--- config.mk ---
export PLATFORM = sky130hd
export DESIGN_NAME = bunch_seq_ctrl
export DESIGN_NICKNAME = d
export VERILOG_FILES = /design/src/rtl/bunch_seq_pkg.sv /design/src/rtl/bunch_seq_cfg_regs.sv /design/src/rtl/bunch_seq_ctrl.sv
export SDC_FILE = /design/constraint.sdc
export NUM_CORES = 1
export LEC_CHECK = 0
export CAP_MARGIN = 10
export CORE_MARGIN = 4
export CORE_UTILIZATION = 36
export CTS_CLUSTER_DIAMETER = 80
export DETAILED_ROUTE_END_ITERATION = 10
export PLACE_DENSITY_LB_ADDON = 0.25
export SYNTH_ARGS = -nofsm -noshare
export SYNTH_HDL_FRONTEND = slang
export SYNTH_SLANG_ARGS = --single-unit
--- constraint.sdc ---
create_clock -name clk_i -period 3.4 [get_ports clk_i]
set_clock_uncertainty 0.15 [all_clocks]
set_input_delay 0.51 -clock clk_i [delete_from_list [all_inputs] [get_ports clk_i]]
set_output_delay 0.51 -clock clk_i [all_outputs]
set_load 0.05 [all_outputs]
--- src/rtl/bunch_seq_pkg.sv ---
// Shared state encoding and host register map for the bunch strobe sequencer.
package bunch_seq_pkg;

   typedef enum logic [2:0] {
      ST_IDLE    = 3'd0,
      ST_ARMED   = 3'd1,
      ST_DELAY   = 3'd2,
      ST_STORE   = 3'd3,
      ST_HOLDOFF = 3'd4
   } seqState_e;

   localparam logic [2:0] ADDR_B1    = 3'd0;
   localparam logic [2:0] ADDR_B2    = 3'd1;
   localparam logic [2:0] ADDR_BUNCH = 3'd2;
   localparam logic [2:0] ADDR_SP    = 3'd3;
   localparam logic [2:0] ADDR_DELAY = 3'd4;
   localparam logic [2:0] ADDR_LEN   = 3'd5;
   localparam logic [2:0] ADDR_HOLD  = 3'd6;
   localparam logic [2:0] ADDR_CTRL  = 3'd7;

   localparam int NB_HI = 5;
   localparam int NB_LO = 4;
   localparam int NS_HI = 3;
   localparam int NS_LO = 0;

endpackage

--- src/rtl/bunch_seq_cfg_regs.sv ---
// Shadow/active strobe configuration plus the immediately-acting timing registers.
module bunch_seq_cfg_regs
   import bunch_seq_pkg::*;
#(
   parameter logic [7:0] B1_DEF   = 8'd10,
   parameter logic [7:0] B2_DEF   = 8'd20,
   parameter logic [1:0] NB_DEF   = 2'd2,
   parameter logic [3:0] NS_DEF   = 4'd1,
   parameter logic [7:0] SP_DEF   = 8'd100,
   parameter logic [7:0] LEN_DEF  = 8'd200,
   parameter logic [7:0] HOLD_DEF = 8'd16
)
(
   input  logic       clk_i,
   input  logic       rst_i,
   input  logic       cfg_wr_i,
   input  logic [2:0] cfg_addr_i,
   input  logic [7:0] cfg_data_i,
   input  logic       latch_i,
   output logic [7:0] b1_strobe_o,
   output logic [7:0] b2_strobe_o,
   output logic [1:0] no_bunches_o,
   output logic [3:0] no_samples_o,
   output logic [7:0] sample_spacing_o,
   output logic [7:0] trig_delay_o,
   output logic [7:0] store_len_o,
   output logic [7:0] holdoff_o,
   output logic       auto_rearm_o,
   output logic       cfg_pending_o
);

   logic [7:0] b1Shadow_q, b2Shadow_q, spShadow_q;
   logic [1:0] nbShadow_q;
   logic [3:0] nsShadow_q;
   logic [7:0] b1Active_q, b2Active_q, spActive_q;
   logic [1:0] nbActive_q;
   logic [3:0] nsActive_q;
   logic [7:0] trigDelay_q, storeLen_q, holdoff_q;
   logic       autoRearm_q, cfgPending_q;

   // Latch copies the pre-write shadow, so a write in the latch cycle stays pending.
   always_ff @(posedge clk_i) begin
      if (rst_i) begin
         b1Shadow_q   <= B1_DEF;
         b2Shadow_q   <= B2_DEF;
         nbShadow_q   <= NB_DEF;
         nsShadow_q   <= NS_DEF;
         spShadow_q   <= SP_DEF;
         b1Active_q   <= B1_DEF;
         b2Active_q   <= B2_DEF;
         nbActive_q   <= NB_DEF;
         nsActive_q   <= NS_DEF;
         spActive_q   <= SP_DEF;
         trigDelay_q  <= 8'd0;
         storeLen_q   <= LEN_DEF;
         holdoff_q    <= HOLD_DEF;
         autoRearm_q  <= 1'b0;
         cfgPending_q <= 1'b0;
      end else begin
         if (cfg_wr_i) begin
            case (cfg_addr_i)
               ADDR_B1:    b1Shadow_q <= cfg_data_i;
               ADDR_B2:    b2Shadow_q <= cfg_data_i;
               ADDR_BUNCH: begin
                  nbShadow_q <= cfg_data_i[NB_HI:NB_LO];
                  nsShadow_q <= cfg_data_i[NS_HI:NS_LO];
               end
               ADDR_SP:    spShadow_q  <= cfg_data_i;
               ADDR_DELAY: trigDelay_q <= cfg_data_i;
               ADDR_LEN:   storeLen_q  <= cfg_data_i;
               ADDR_HOLD:  holdoff_q   <= cfg_data_i;
               ADDR_CTRL:  autoRearm_q <= cfg_data_i[0];
            endcase
         end
         if (latch_i) begin
            b1Active_q <= b1Shadow_q;
            b2Active_q <= b2Shadow_q;
            nbActive_q <= nbShadow_q;
            nsActive_q <= nsShadow_q;
            spActive_q <= spShadow_q;
         end
         if (cfg_wr_i && (cfg_addr_i <= ADDR_SP))
            cfgPending_q <= 1'b1;
         else if (latch_i)
            cfgPending_q <= 1'b0;
      end
   end

   assign b1_strobe_o      = b1Active_q;
   assign b2_strobe_o      = b2Active_q;
   assign no_bunches_o     = nbActive_q;
   assign no_samples_o     = nsActive_q;
   assign sample_spacing_o = spActive_q;
   assign trig_delay_o     = trigDelay_q;
   assign store_len_o      = storeLen_q;
   assign holdoff_o        = holdoff_q;
   assign auto_rearm_o     = autoRearm_q;
   assign cfg_pending_o    = cfgPending_q;

endmodule

--- src/rtl/bunch_seq_ctrl.sv ---
// Per-machine-pulse sequencer: arm, wait for trigger, delay, store window, holdoff.
module bunch_seq_ctrl
   import bunch_seq_pkg::*;
#(
   parameter logic [7:0] B1_DEF   = 8'd10,
   parameter logic [7:0] B2_DEF   = 8'd20,
   parameter logic [1:0] NB_DEF   = 2'd2,
   parameter logic [3:0] NS_DEF   = 4'd1,
   parameter logic [7:0] SP_DEF   = 8'd100,
   parameter logic [7:0] LEN_DEF  = 8'd200,
   parameter logic [7:0] HOLD_DEF = 8'd16
)
(
   input  logic        clk_i,
   input  logic        rst_i,
   input  logic        arm_i,
   input  logic        abort_i,
   input  logic        trig_i,
   input  logic        cfg_wr_i,
   input  logic [2:0]  cfg_addr_i,
   input  logic [7:0]  cfg_data_i,
   output logic        store_strb_o,
   output logic [7:0]  b1_strobe_o,
   output logic [7:0]  b2_strobe_o,
   output logic [1:0]  no_bunches_o,
   output logic [3:0]  no_samples_o,
   output logic [7:0]  sample_spacing_o,
   output logic        busy_o,
   output logic        armed_o,
   output logic        cfg_pending_o,
   output logic        trig_overrun_o,
   output logic [15:0] pulse_count_o
);

   seqState_e   state_q;
   logic [7:0]  cnt_q;
   logic        storeStrb_q, busy_q, armed_q, trigOverrun_q;
   logic [15:0] pulseCount_q;
   logic [7:0]  trigDelay, storeLen, holdoff, holdoffLoad;
   logic        autoRearm, latchCfg;

   assign latchCfg    = (state_q == ST_ARMED) && trig_i && !abort_i;
   assign holdoffLoad = (holdoff == 8'd0) ? 8'd0 : holdoff - 8'd1;

   bunch_seq_cfg_regs #(
      .B1_DEF(B1_DEF), .B2_DEF(B2_DEF), .NB_DEF(NB_DEF), .NS_DEF(NS_DEF),
      .SP_DEF(SP_DEF), .LEN_DEF(LEN_DEF), .HOLD_DEF(HOLD_DEF)
   ) cfgRegs (
      .clk_i(clk_i), .rst_i(rst_i),
      .cfg_wr_i(cfg_wr_i), .cfg_addr_i(cfg_addr_i), .cfg_data_i(cfg_data_i),
      .latch_i(latchCfg),
      .b1_strobe_o(b1_strobe_o), .b2_strobe_o(b2_strobe_o),
      .no_bunches_o(no_bunches_o), .no_samples_o(no_samples_o),
      .sample_spacing_o(sample_spacing_o),
      .trig_delay_o(trigDelay), .store_len_o(storeLen), .holdoff_o(holdoff),
      .auto_rearm_o(autoRearm), .cfg_pending_o(cfg_pending_o)
   );

   // Loading storeLen-1 lets a zero length wrap naturally to a 256-cycle window.
   always_ff @(posedge clk_i) begin
      if (rst_i) begin
         state_q       <= ST_IDLE;
         cnt_q         <= 8'd0;
         storeStrb_q   <= 1'b0;
         busy_q        <= 1'b0;
         armed_q       <= 1'b0;
         trigOverrun_q <= 1'b0;
         pulseCount_q  <= 16'd0;
      end else if (abort_i) begin
         state_q     <= ST_IDLE;
         storeStrb_q <= 1'b0;
         busy_q      <= 1'b0;
         armed_q     <= 1'b0;
      end else begin
         case (state_q)
            ST_IDLE: begin
               if (arm_i) begin
                  state_q       <= ST_ARMED;
                  armed_q       <= 1'b1;
                  trigOverrun_q <= 1'b0;
               end
            end
            ST_ARMED: begin
               if (trig_i) begin
                  armed_q <= 1'b0;
                  busy_q  <= 1'b1;
                  if (trigDelay == 8'd0) begin
                     state_q      <= ST_STORE;
                     storeStrb_q  <= 1'b1;
                     cnt_q        <= storeLen - 8'd1;
                     pulseCount_q <= pulseCount_q + 16'd1;
                  end else begin
                     state_q <= ST_DELAY;
                     cnt_q   <= trigDelay - 8'd1;
                  end
               end
            end
            ST_DELAY: begin
               if (trig_i) trigOverrun_q <= 1'b1;
               if (cnt_q == 8'd0) begin
                  state_q      <= ST_STORE;
                  storeStrb_q  <= 1'b1;
                  cnt_q        <= storeLen - 8'd1;
                  pulseCount_q <= pulseCount_q + 16'd1;
               end else begin
                  cnt_q <= cnt_q - 8'd1;
               end
            end
            ST_STORE: begin
               if (trig_i) trigOverrun_q <= 1'b1;
               if (cnt_q == 8'd0) begin
                  state_q     <= ST_HOLDOFF;
                  storeStrb_q <= 1'b0;
                  cnt_q       <= holdoffLoad;
               end else begin
                  cnt_q <= cnt_q - 8'd1;
               end
            end
            ST_HOLDOFF: begin
               if (trig_i) trigOverrun_q <= 1'b1;
               if (cnt_q == 8'd0) begin
                  busy_q  <= 1'b0;
                  armed_q <= autoRearm;
                  state_q <= autoRearm ? ST_ARMED : ST_IDLE;
               end else begin
                  cnt_q <= cnt_q - 8'd1;
               end
            end
            default: begin
               state_q     <= ST_IDLE;
               storeStrb_q <= 1'b0;
               busy_q      <= 1'b0;
               armed_q     <= 1'b0;
            end
         endcase
      end
   end

   assign store_strb_o   = storeStrb_q;
   assign busy_o         = busy_q;
   assign armed_o        = armed_q;
   assign trig_overrun_o = trigOverrun_q;
   assign pulse_count_o  = pulseCount_q;

endmodule
==> impl_metrics.py <==
metrics = {
    "worst_setup_path": {
        "start_kind": "register",
        "crit_type": "reg -> reg",
        "reg2reg_from": "cfgRegs.trig_delay_o[2]",
        "cpPeakStageDelay_ns": 0.70,
        "crit_path_end_kind": "register",
        "critPathSlowestCell": "or4_1",
        "critPathLaunch": "cfgRegs.trig_delay_o[2]",
        "arrival_ns": 2.81,
        "critical_path.max_fanout": 10,
        "cpMostUsedCell": "or4_1",
        "path_cells": "or4_1, nor4_4, o211ai_4, or4_1, a21oi_1",
        "crit_required_ns": 3.59,
    },
    "logic_synthesis": {
        "synth-simple-area-share": 0.254,
        "synthXorXnorAreaFrac": 0.0322,
        "synth_ff_type": "dfxtp_1",
        "synth_mux_area_frac": 0.0571,
        "avgSynthCellArea_um2": 8.26,
        "netlist.area_leader.share": 0.431,
        "synth_cell_type_count": 62,
        "synth_top_family_by_area": "simple AND/OR/NAND/NOR gates",
        "synth_edf_count": 0,
        "synth_warnings": 0,
        "ys_top_cells_by_area": "dfxtp_1 43%, nand2_1 8.8%, a21oi_1 6.4%, mux2i_1 5.7%, nor2_1 3.9%",
        "syn_nets": 682,
        "syn_area_mm2": 0.00543,
        "synth_fa_ha_area_frac": 0.0161,
        "syn_inst": 658,
        "ys_ff_latch": 117,
        "synth_top_cell_by_area": "dfxtp_1",
        "synth_seq_area_share": 0.431,
        "postSynth.asyncResetShare": 0,
        "synth_compound_area_frac": 0.175,
    },
    "global_route": {
        "antenna_found_initial": 0,
        "grt_pass1_vias": 4800,
        "overflow": 0,
        "grt_usage": 0.179,
        "grt_max_degree": 79,
        "grt_pass1_wl_mm": 24.2,
    },
    "placed_design": {
        "place.gp.congestion": 0.842,
        "port_buffers": 67,
        "place_area_mm2": 0.00629,
        "hpwlAfterDp_mm": 10.2,
        "pre_cts_ws_ns": 0.481,
    },
    "timing": {
        "post-route-min-period_ns": 2.62,
        "rsz0062_at_grt": "no",
        "fin_ws_ns": 0.776,
        "final.setup.tns_ns": 0,
        "relSlewSlack": 0.413,
        "fin_hold_ws_ns": 0.303,
        "setup_viol": 0,
        "maxSlewViolCount": 0,
        "finalHoldViolCount": 0,
        "fin_crit_sh": 0.772,
        "max_freq_ghz": 0.381,
        "tightest_slew_ns": 0.873,
    },
    "detailed_routing": {
        "drt-initial-drc-count": 384,
        "wirelength_mm": 14.9,
        "via_per_inst": 5.40,
        "ant_nets": 0,
        "dr.pass1.iters": 5,
        "wl_per_cell_um": 16.1,
        "drc": 0,
        "vias": 4980,
    },
    "cts": {
        "numCtsBuffers": 17,
        "worst_skew_pair.late_latency_ns": 0.42,
        "cts_buffer_depth": 2,
        "tritoncts": "yes",
        "cts.sinks": 117,
        "cts_resized": 0,
        "clk_pin_slew_ns": 0.06,
        "postCtsHoldBufs": 0,
        "root_buffer": "clkbuf_16",
        "htreeDepth": 4,
        "post_cts_buffers": 0,
    },
    "final_layout": {
        "fin_area_mm2": 0.00693,
        "final_util": 0.473,
        "final_common_cell": "nand2_1",
        "final_cell_mix": "128 x nand2_1, 117 x dfxtp_1, 69 x a21oi_1, 66 x clkdlybuf4s50_1, 56 x nor2_1",
        "area_growth_pct": 27.5,
        "nFillCells": 1427,
        "final_layout_size_suffix_gt1_frac": 0.0827,
        "final_nets": 749,
        "largest_reg_flops": 16,
        "antenna_cells": 0,
    },
    "floorplanning": {
        "num_rows": 44,
        "ios": 68,
        "die-area_mm2": 0.0171,
        "core-area_mm2": 0.0146,
        "fp.dieW_um": 131,
        "start_util": 0.371,
        "die_h_um": 131,
    },
    "status": {
        "status": "completed",
    },
    "pwr": {
        "p_clk_frac": 0.526,
        "switchingPower_mw": 0.904,
        "switching_share": 0.246,
        "p_seq_frac": 0.387,
        "p_per_area_mw_per_mm2": 531,
        "p_int_mw": 2.77,
        "ir_worst_vdd_v": 0.000444,
        "leakagePower_nw": 2.49,
        "p_comb_frac": 0.087,
    },
    "job": {
        "drv_cap": 0,
    },
    "hold_path": {
        "hp-start": "cfgRegs.spShadow_q[4]",
        "holdCritPathClass": "reg -> reg",
    },
}
metal layers:
| metal | track usage | wire (um) | part of all wire |
|---|---|---|---|
| met1 | 0.237 | 6830 | 0.46 |
| met2 | 0.285 | 6960 | 0.47 |
| met3 | 0.0463 | 845 | 0.057 |
| met4 | 0.0593 | 225 | 0.015 |
| met5 | 0 | 0 | 0 |
power groups by stage:
stage | Sequential, mW | Clock (mW) | Combinational [mW]
global placement | 1.45 | 0 | 0.314
global route | 1.43 | 2.04 | 0.348
finish | 1.42 | 1.93 | 0.319
floorplan | 1.47 | 0 | 0.189
detailed placement | 1.45 | 0 | 0.316
CTS | 1.42 | 1.97 | 0.318
final timing paths:
kind                                                     to  slack [ns]  cells past startpoint
worst max-delay path                       pulse_count_o[5]        0.78                      5
worst min-delay path            cfgRegs.sample_spacing_o[4]        0.30                      2
worst max register to register             pulse_count_o[5]        0.78                      5
worst min register to register  cfgRegs.sample_spacing_o[4]        0.30                      2
cell usage after synthesis (all sizes together) (2+ instances only):
cell and number:
nand2 128, and3 2, nand4 2, o2111ai 4, a221oi 2, a2111oi 2, buf 5, nand3 24
a2bb2oi 2, and4 2, o32ai 3, or4 7, a31oi 2, nor4 7, o221ai 2, or2 4
xor2 11, ha 7, clkbuf 27, a211o 4, mux2i 31, a311oi 4, nor3b 10, o211ai 6
o21bai 3, a21o 2, o22ai 2, nand3b 2, nor2b 10, a21oi 69, nor3 9, a211oi 7
o31ai 3, a22oi 5, nor2 57, o21ai 17, or3 15, dfxtp 117, nand2b 9, inv 10
or3b 2, xnor2 9
metrics by stage:
stage               cells  power (mW)
floorplan             658        1.66
global placement      890        1.77
detailed placement    890        1.77
CTS                   922        3.71
global route          922        3.81
finish                922        3.68
logic make-up after synthesis:
kind of cell    after synthesis
simple gates                292
compound gates              147
flops                       117
buf+inv                      44
mux                          31
xor+xnor                     20
fa+ha+maj                     7
worst max-delay path, delay by kind of cell (launching register included):
kind               cells  cell delay, ns
DFF                    1            0.35
AOI/OAI and AO/OA      2            0.34
and+or+nand+nor        3            1.71
layout make-up:
cell class | instances | area, um2 | share of cell area
clock inverters | 14 | 198 | 0.0285
repair buffers | 81 | 771 | 0.111
well taps | 184 | 230 | 0.0332
clock buffers | 18 | 439 | 0.0634
multi-input cells | 497 | 2910 | 0.420
flip-flops and latches | 117 | 2340 | 0.338
inverters | 11 | 41.3 | 0.00596
Power figures use the tool's default switching activity.
